--- src/rtl/cp0_pkg.sv ---
// Shared CP0 definitions: register ids, write masks, vectors,
// exception codes and Status/Cause field layouts.
package cp0_pkg;

    typedef enum logic [3:0] {
        CP0_BADVADDR = 4'd1,
        CP0_COUNT    = 4'd2,
        CP0_COMPARE  = 4'd3,
        CP0_STATUS   = 4'd4,
        CP0_CAUSE    = 4'd5,
        CP0_EPC      = 4'd6,
        CP0_PRID     = 4'd7,
        CP0_CONFIG   = 4'd8,
        CP0_CONFIG1  = 4'd9,
        CP0_ERROREPC = 4'd10
    } cprid_t;

    typedef enum logic [4:0] {
        EXC_INT  = 5'd0,
        EXC_MOD  = 5'd1,
        EXC_TLBL = 5'd2,
        EXC_TLBS = 5'd3,
        EXC_ADEL = 5'd4,
        EXC_ADES = 5'd5,
        EXC_SYS  = 5'd8,
        EXC_BP   = 5'd9,
        EXC_RI   = 5'd10,
        EXC_CPU  = 5'd11,
        EXC_OV   = 5'd12
    } exc_code_t;

    localparam logic [31:0] MASK_STATUS  = 32'h0040_FF07;
    localparam logic [31:0] MASK_CAUSE   = 32'h0000_0300;
    localparam logic [31:0] MASK_FULL    = 32'hFFFF_FFFF;
    localparam logic [31:0] MASK_NONE    = 32'h0000_0000;

    localparam logic [31:0] STATUS_RESET = 32'h0040_0004;

    localparam logic [31:0] VEC_BOOT     = 32'hBFC0_0380;
    localparam logic [31:0] VEC_NORMAL   = 32'h8000_0180;

    typedef struct packed {
        logic [8:0] rsv_hi;
        logic       bev;
        logic [5:0] rsv_mid;
        logic [7:0] im;
        logic [4:0] rsv_lo;
        logic       erl;
        logic       exl;
        logic       ie;
    } status_t;

    typedef struct packed {
        logic        bd;
        logic [14:0] rsv_hi;
        logic [7:0]  ip;
        logic        rsv_mid;
        logic [4:0]  exc_code;
        logic [1:0]  rsv_lo;
    } cause_t;

    function automatic logic [31:0] apply_mask(
        input logic [31:0] old_v,
        input logic [31:0] new_v,
        input logic [31:0] mask
    );
        return (old_v & ~mask) | (new_v & mask);
    endfunction

endpackage

--- src/rtl/cp0_timer.sv ---
// Count/Compare timer with half-rate tick and sticky timer interrupt.
// TI is registered from the pre-update Count/Compare comparison.
module cp0_timer
    import cp0_pkg::*;
(
    input  logic        clk,
    input  logic        reset,
    input  logic        count_we,
    input  logic        compare_we,
    input  logic [31:0] wdata,
    output logic [31:0] count,
    output logic [31:0] compare,
    output logic        ti
);

    logic tick;

    always_ff @(posedge clk) begin
        if (reset) begin
            tick    <= 1'b0;
            count   <= '0;
            compare <= '0;
            ti      <= 1'b0;
        end else begin
            tick <= ~tick;
            if (count_we)
                count <= apply_mask(count, wdata, MASK_FULL);
            else if (tick)
                count <= count + 32'd1;
            // a Compare write acknowledges the interrupt, even on a match
            if (compare_we) begin
                compare <= apply_mask(compare, wdata, MASK_FULL);
                ti      <= 1'b0;
            end else if (count == compare) begin
                ti <= 1'b1;
            end
        end
    end

endmodule

--- src/rtl/cp0_unit.sv ---
// CP0 register file owner: MTC0/MFC0, exception entry, ERET,
// timer and interrupt request, with registered redirect.
module cp0_unit
    import cp0_pkg::*;
#(
    parameter logic [31:0] PRID_VALUE    = 32'h0001_8000,
    parameter logic [31:0] CONFIG_VALUE  = 32'h8000_0000,
    parameter logic [31:0] CONFIG1_VALUE = 32'h0000_0000
) (
    input  logic        clk,
    input  logic        reset,
    input  logic        mt_valid,
    input  logic [3:0]  mt_id,
    input  logic [31:0] mt_data,
    input  logic [3:0]  mf_id,
    output logic [31:0] mf_data,
    input  logic        ex_valid,
    input  logic [4:0]  ex_code,
    input  logic        ex_bd,
    input  logic [31:0] ex_pc,
    input  logic        ex_badva_valid,
    input  logic [31:0] ex_badva,
    input  logic        eret_valid,
    input  logic [5:0]  ext_int,
    output logic        int_req,
    output logic        redirect_valid,
    output logic [31:0] redirect_pc
);

    status_t     status_q;
    cause_t      cause_q;
    cause_t      cause_rd;
    logic [5:0]  ip_hw_q;
    logic [31:0] epc_q;
    logic [31:0] badva_q;
    logic [31:0] errorepc_q;
    logic [31:0] count;
    logic [31:0] compare;
    logic        ti;

    logic do_eret;
    logic do_mt;

    assign do_eret = eret_valid & ~ex_valid;
    assign do_mt   = mt_valid & ~ex_valid & ~eret_valid;

    cp0_timer u_timer (
        .clk        (clk),
        .reset      (reset),
        .count_we   (do_mt && (mt_id == CP0_COUNT)),
        .compare_we (do_mt && (mt_id == CP0_COMPARE)),
        .wdata      (mt_data),
        .count      (count),
        .compare    (compare),
        .ti         (ti)
    );

    always_ff @(posedge clk) begin
        if (reset) begin
            status_q       <= status_t'(STATUS_RESET);
            cause_q        <= '0;
            ip_hw_q        <= '0;
            epc_q          <= '0;
            badva_q        <= '0;
            errorepc_q     <= '0;
            redirect_valid <= 1'b0;
            redirect_pc    <= '0;
        end else begin
            ip_hw_q        <= ext_int;
            redirect_valid <= ex_valid | do_eret;
            if (ex_valid) begin
                // nested exceptions keep the original return point
                if (!status_q.exl) begin
                    epc_q      <= ex_bd ? ex_pc - 32'd4 : ex_pc;
                    cause_q.bd <= ex_bd;
                end
                cause_q.exc_code <= ex_code;
                status_q.exl     <= 1'b1;
                if (ex_badva_valid)
                    badva_q <= ex_badva;
                redirect_pc <= status_q.bev ? VEC_BOOT : VEC_NORMAL;
            end else if (do_eret) begin
                if (status_q.erl) begin
                    status_q.erl <= 1'b0;
                    redirect_pc  <= errorepc_q;
                end else begin
                    status_q.exl <= 1'b0;
                    redirect_pc  <= epc_q;
                end
            end else if (do_mt) begin
                unique case (1'b1)
                    (mt_id == CP0_STATUS):
                        status_q <= status_t'(apply_mask(
                            status_q, mt_data, MASK_STATUS));
                    (mt_id == CP0_CAUSE):
                        cause_q <= cause_t'(apply_mask(
                            cause_q, mt_data, MASK_CAUSE));
                    (mt_id == CP0_EPC):
                        epc_q <= apply_mask(epc_q, mt_data, MASK_FULL);
                    (mt_id == CP0_ERROREPC):
                        errorepc_q <= apply_mask(
                            errorepc_q, mt_data, MASK_FULL);
                    (mt_id == CP0_BADVADDR):
                        badva_q <= apply_mask(badva_q, mt_data, MASK_NONE);
                    default: ;
                endcase
            end
        end
    end

    always_comb begin
        cause_rd         = cause_q;
        cause_rd.ip[7]   = ti | ip_hw_q[5];
        cause_rd.ip[6:2] = ip_hw_q[4:0];
    end

    assign int_req = status_q.ie & ~status_q.exl & ~status_q.erl &
                     (|(cause_rd.ip & status_q.im));

    always_comb begin
        mf_data = '0;
        unique case (1'b1)
            (mf_id == CP0_BADVADDR): mf_data = badva_q;
            (mf_id == CP0_COUNT):    mf_data = count;
            (mf_id == CP0_COMPARE):  mf_data = compare;
            (mf_id == CP0_STATUS):   mf_data = status_q;
            (mf_id == CP0_CAUSE):    mf_data = cause_rd;
            (mf_id == CP0_EPC):      mf_data = epc_q;
            (mf_id == CP0_PRID):     mf_data = PRID_VALUE;
            (mf_id == CP0_CONFIG):   mf_data = CONFIG_VALUE;
            (mf_id == CP0_CONFIG1):  mf_data = CONFIG1_VALUE;
            (mf_id == CP0_ERROREPC): mf_data = errorepc_q;
            default:                 mf_data = '0;
        endcase
    end

endmodule

--- config.mk ---
export PLATFORM = sky130hd
export DESIGN_NAME = cp0_unit
export DESIGN_NICKNAME = d
export VERILOG_FILES = /design/src/rtl/cp0_pkg.sv /design/src/rtl/cp0_timer.sv /design/src/rtl/cp0_unit.sv
export SDC_FILE = /design/constraint.sdc
export NUM_CORES = 1
export LEC_CHECK = 0
export BUFFER_PORTS_ARGS = -buffer_cell sky130_fd_sc_hd__buf_2
export CORE_MARGIN = 10
export CORE_UTILIZATION = 30
export DETAILED_ROUTE_END_ITERATION = 10
export HOLD_SLACK_MARGIN = 0.12
export SETUP_SLACK_MARGIN = 0.15
export SLEW_MARGIN = 5
export SYNTH_ARGS = -nofsm -noshare
export SYNTH_HDL_FRONTEND = slang
export SYNTH_SLANG_ARGS = --single-unit
--- constraint.sdc ---
create_clock -name clk -period 3.32 [get_ports clk]
set_input_delay 0.498 -clock clk [delete_from_list [all_inputs] [get_ports clk]]
set_output_delay 0.498 -clock clk [all_outputs]
set_load 0.1 [all_outputs]
* Word-level counts from Yosys, hierarchy flattened
Cells that the tools add are included.
** Operators by class
- Muxes and demuxes :: 24
- $add $sub $neg :: 2
- Bitwise logic cells :: 17
- Reduce and logical (&&, ||, !) cells :: 22
- Equality and inequality tests :: 19
** Operators by type and width (count)
- 32-bit 2-to-1 mux :: 14
- 32-bit case mux with 9 select lines :: 1
- 32-bit by 1-bit adder with 32-bit output, second input constant :: 1
- 32-bit == test :: 1
- 32-bit by 10-bit OR with 32-bit output :: 1
- 32-bit by 23-bit OR with 32-bit output :: 1
- 32-bit by 3-bit subtractor with 32-bit output, second input constant :: 1
- 30-bit 2-to-1 mux :: 1
- 4-bit by 3-bit == test with 1-bit output, second input constant :: 7
- 4-bit AND reduction :: 5
- 4-bit by 2-bit == test with 1-bit output, second input constant :: 4
- 2-bit nonzero test :: 7
- 4-bit == test, second input constant :: 3
- 3-bit AND reduction :: 3
- 8-bit bitwise AND :: 1
- 8-bit OR reduction :: 1
- 1-bit bitwise AND :: 6
- 3-bit 2-to-1 mux :: 2
- 1-bit inverter :: 6
- 3-bit nonzero test :: 2
- 5-bit 2-to-1 mux :: 1
- 4-bit by 1-bit == test with 1-bit output, second input constant :: 1
- 1-bit 2-to-1 mux :: 4
- 2-bit inequality test, second input constant :: 2
- other kinds (6) :: 8
** Storage, ports and cells
- Word-level logic and storage cells :: 108
- Output and inout port bits :: 66
- Register bits :: 265
- Input bits :: 122

* Depth between registers and ports, before layout
- Word-level depth :: 6
- Mapped depth :: 8
- Depth with buffers taken out :: 7

* Hierarchy
A second synthesis with hierarchy kept.
** Unflattened totals
- Cells, all modules :: 1330
- Area total of the unflattened synthesis :: 11134.4 µm²
** By module, submodules not included
- cp0_unit :: seq. area each 3103.0 µm², area an instance 7692.4 µm², cells each 947, times used 1
- cp0_timer :: seq. area each 1321.3 µm², area an instance 3442.1 µm², cells each 383, times used 1

* Worst setup path after synthesis
No wires, ideal clock.
- Kind :: input port to output port
- Start point :: input mf_id[0]
- End point :: output mf_data[12]
- Path buffers :: 1
- Cell stages on the path :: 5
- Setup slack :: 0.628 ns
- Arrival time :: 2.194 ns
- Data required time :: 2.822 ns
- Cell sequence :: nand2b_1 -> nor3b_1 -> clkbuf_1 -> a222oi_1 -> nand3_1
** On the way
- Cells in the longest elaborated chain, start to end :: 2
- Elaborated cells on any way between the ends :: 10
- Those cells by class :: 9 x eq/ne; 1 x mux
** Ends and longest elaborated chain
- from (decl) :: line cp0_unit.sv:15 : input logic [3:0] mf_id,
- 4-bit == test, or another cell as far along :: line cp0_unit.sv:132 : (mf_id == CP0_ERROREPC): mf_data = errorepc_q;
- 32-bit case mux with 9 select lines * :: line cp0_unit.sv:122 : unique case (1'b1)
- to (decl) :: line cp0_unit.sv:16 : output logic [31:0] mf_data,
Every way passes the cells marked *; elsewhere a longest branch is shown, timed or not.

* Worst setup path after layout
- Start point :: input mf_id[0]
- End point :: output mf_data[31]
The elaborated chain is that of the path after synthesis.

==> Flow_metrics.wiki <==
{| class="wikitable"
! Metric !! Value
|-
| Design Power || 6.71 mW
|-
| Number of antenna violations at the first check in global routing || 3
|-
| Post-Syn Nets || roughly 1500
|-
| Buffers and inverters on the worst path || 3
|-
| Most used DFF post-synth || sky130_fd_sc_hd__dfxtp_1
|-
| Layout fillers || 3748
|-
| X dimension of the die || 211 um
|-
| Outcome || finished clean
|-
| Relative max-transition margin || between 30% and 40%
|-
| Critical-path top delay cell || sky130_fd_sc_hd__buf_2
|-
| Areal power density over the cells || 490 nW/um^2
|-
| Number of synthesized flops with an enable pin || 0
|-
| End of the worst hold path || ip_hw_q[2]
|-
| Clock H-tree levels || 1
|-
| Min Tclk post-route || between 2000 and 3000 ps
|-
| CTS tree || yes
|-
| Seq/Total Area, Yosys || 40.6%
|-
| DIE HEIGHT || 211 um
|-
| Worst-path maximum fanout || 30
|-
| DIE AREA || 44400 um^2
|-
| Avg Vias per Cell || 5.54
|-
| Cells along the critical path || buf_2 -> nand2b_1 -> nor3_2 -> buf_4 -> a22oi_1 -> nand3_1 -> buf_2
|-
| Worst Path Required || 2820 ps
|-
| Area of the placeable core || 35700 um^2
|-
| Reg-to-reg startpoint || u_timer.count[2]
|-
| Cell area reported after detailed placement || around 13000 um^2
|-
| I/O pins || 188
|-
| Parity-gate share of the synthesized area counting xor and xnor cells || between 6 and 7%
|-
| Terminus of the critical flop-to-flop path || u_timer.count[27]
|-
| Warning count from the yosys run || 0
|-
| First-pass DRT Iterations || 6
|-
| Min-delay worst type || primary input to register
|-
| Number of global-route vias before repair || 10500
|-
| Number of flip-flops and latches in the synthesized netlist || 221
|-
| Tot GR Track Use || 19.7%
|-
| Mean cell area of the mapped netlist || roughly 8.1 um^2
|-
| Post-synthesis share of cell area spent on full adders, half adders and majority gates || less than 1%
|-
| Wire length of the first global-routing pass || between 60 and 70 mm
|-
| Post-layout util || 38.3%
|-
| Setup Fix Bufs, Post-CTS || 0
|-
| Total negative setup slack || 0 ps
|-
| Drt first-iter violations || ~1300
|-
| Final non-filler cell area || 13700 um^2
|-
| Growth of design area from synthesis to finish || 25.5%
|-
| Clock sink count || approximately 220
|-
| Cell with the most instances after synthesis || sky130_fd_sc_hd__nand2_1
|-
| Maximum vdd drop || 0.323 mV
|-
| Total number of nets in the final design || 1607
|-
| Highest clock rate || 373 MHz
|-
| Number of buffers on the longest clock path || 3
|-
| Area fraction in compound gates after synthesis || 20.6%
|-
| Initial Utilization || between 30 and 40%
|-
| Number of buffers created by CTS || 26
|-
| DRC Markers || 0
|-
| Worst reg-to-reg setup slack || roughly 1100 ps
|-
| Critical path data arrival time || 2190 ps
|-
| Leak pwr || 5.17 nW
|-
| Clock tree root driver cell || sky130_fd_sc_hd__clkbuf_16
|-
| Largest net degree at the start of global routing || 171
|-
| Hold-critical path depth || 2
|-
| Syn Inst Count || 1350
|-
| Worst clock skew || 11.9 ps
|-
| Port Buffers || 187
|-
| Clock slew seen by the registers of the worst setup and hold paths || 60 ps
|-
| Post-synthesis cell area || 10900 um^2
|-
| Proportion of synthesized area in mux cells || around 5.1%
|-
| Highest cell delay on the worst timing path || 470 ps
|-
| Hold Vio Cnt, Final || 0
|-
| RD Place Congestion || 0.917
|-
| Worst hold start || ext_int[2]
|-
| Post-detailed-placement half-perimeter wirelength || 33.3 mm
|-
| Synth async-reset ratio || 0%
|-
| Setup-failing EPs final || 0
|-
| CTS-repair resized insts || 0
|-
| Routed wire length || approximately 45 mm
|-
| Count of standard-cell rows || between 60 and 70
|-
| Routed vias || 10900
|-
| Kind of cell with the highest combined delay on the critical path || buffers and inverters
|-
| Count of max-cap constraint violations || 0
|-
| Overflow left after global routing || 0
|-
| Area fraction in and, or, nand and nor cells after synthesis || 22.7%
|-
| Type of origin of the critical path || primary input
|-
| Synth area leaders || sky130_fd_sc_hd__dfxtp_1, sky130_fd_sc_hd__nand2_1, sky130_fd_sc_hd__a21oi_1
|-
| Distinct cells, synth || 63
|-
| Largest family of logic cells by synthesized area || simple AND/OR/NAND/NOR gates
|-
| Yosys top cell area share || ~41%
|-
| Biggest area consumer among synthesized cells || sky130_fd_sc_hd__dfxtp_1
|-
| Nature of the critical path endpoint || output pin
|-
| Fraction of layout instances using a drive strength above 1 || 19.2%
|-
| Most common cell on crit path || sky130_fd_sc_hd__buf_2
|-
| Commonest cells in the netlist || sky130_fd_sc_hd__nand2_1, sky130_fd_sc_hd__dfxtp_1, sky130_fd_sc_hd__a21oi_1, sky130_fd_sc_hd__nor2_1, sky130_fd_sc_hd__clkbuf_1
|-
| Number of hold buffers added after CTS || 0
|-
| Number of max-slew violations in the final report || 0
|-
| Worst Setup Path Type || primary input to output pin
|-
| Tcrit/Tclk final || 80.8%
|-
| RSZ-0062 raised after global routing || no
|-
| Clock insertion delay at the later pin of the skew report || 540 ps
|-
| Register-to-Register Path Depth || 5
|-
| WL/cell || 23.0 um
|-
| Antenna Violating Nets Remaining || 0
|-
| Slew at the pin closest to its max-slew limit || 933 ps
|}
==> power breakdown <==
group | switching, mW | leakage, nW | internal [mW]
logic | 0.598 | 2.92 | 0.249
registers | 0.0870 | 1.80 | 2.74
clock network | 1.22 | 0.446 | 1.81
==> cell type report <==
| class | count | area [um^2] | area share [%] |
|---|---|---|---|
| clock buffers | 32 | 734 | 5.37 |
| inverters | 8 | 30.0 | 0.219 |
| repair buffers | 215 | 1680 | 12.3 |
| flip-flops and latches | 221 | 4430 | 32.3 |
| clock inverters | 15 | 174 | 1.27 |
| diodes | 1 | 2.50 | 0.0183 |
| well taps | 461 | 577 | 4.22 |
| multi-input cells | 1011 | 6060 | 44.3 |
==> flip-flops by register name (all words and copies together) (netlist names) <==
register         flops
errorepc_q          32
u_timer.tick         1
epc_q               32
u_timer.count       32
ip_hw_q              6
cause_q              8
redirect_valid       1
u_timer.compare     32
status_q            12
redirect_pc         32
u_timer.ti           1
badva_q             32
==> kinds of logic (layout without fill, tap and decap cells) <==
group | Yosys count | in the layout
AND/OR/NAND/NOR | 534 | 534
AO/OA/AOI/OAI | 337 | 337
flip-flops | 221 | 221
buffers and inverters | 118 | 270
XOR/XNOR | 83 | 83
multiplexers | 55 | 55
adder cells (fa/ha/maj) | 2 | 2
other | 0 | 1
==> stage by stage <==
stage               setup WS [ps]  hold slack, ps  std cells
finish                        637             162       1964
global route                  588             176       1964
CTS                           663             157       1963
detailed placement            675             447       1916
global placement              681             448       1916
floorplan                     628             436       1350
==> placed cells by master, fill, tap and decap left out, types with 11 or more instances in the layout <==
| cell | count |
|---|---|
| sky130_fd_sc_hd__nand2_1 | 261 |
| sky130_fd_sc_hd__dfxtp_1 | 220 |
| sky130_fd_sc_hd__buf_2 | 156 |
| sky130_fd_sc_hd__a21oi_1 | 128 |
| sky130_fd_sc_hd__nor2_1 | 104 |
| sky130_fd_sc_hd__a22oi_1 | 59 |
| sky130_fd_sc_hd__a211oi_1 | 56 |
| sky130_fd_sc_hd__mux2i_1 | 53 |
| sky130_fd_sc_hd__xnor2_1 | 52 |
| sky130_fd_sc_hd__nand3_1 | 41 |
| sky130_fd_sc_hd__buf_12 | 36 |
| sky130_fd_sc_hd__xor2_1 | 31 |
| sky130_fd_sc_hd__clkbuf_16 | 27 |
| sky130_fd_sc_hd__nand4_1 | 26 |
| sky130_fd_sc_hd__a222oi_1 | 25 |
| sky130_fd_sc_hd__buf_4 | 22 |
| sky130_fd_sc_hd__o21ai_0 | 20 |
| sky130_fd_sc_hd__nor3_1 | 18 |
| sky130_fd_sc_hd__o211ai_1 | 17 |
| sky130_fd_sc_hd__nor4_1 | 14 |
| sky130_fd_sc_hd__and3_1 | 11 |
==> worst max path at each step <==
stage             endpoint        start  depth (start not counted)  slack, ps
6_report       mf_data[31]     mf_id[0]                          7        640
2_1_floorplan  mf_data[12]     mf_id[0]                          5        630
3_5_place_dp   mf_data[31]     mf_id[0]                          7        670
5_1_grt        mf_data[31]     mf_id[0]                          7        590
4_1_cts            int_req  status_q[9]                          5        660
3_3_place_gp   mf_data[31]     mf_id[0]                          7        680
==> layer usage <==
layer / global-route usage, % / wire [um] / up-vias
met2: 30.7 / 20200 / 550
met3: 4.44 / 4020 / 86
li1: - / - / 5117
met5: 0 / 23 / -
met1: 25.8 / 19200 / 5132
met4: 7.72 / 1810 / 4
Power figures use the tool's default switching activity.
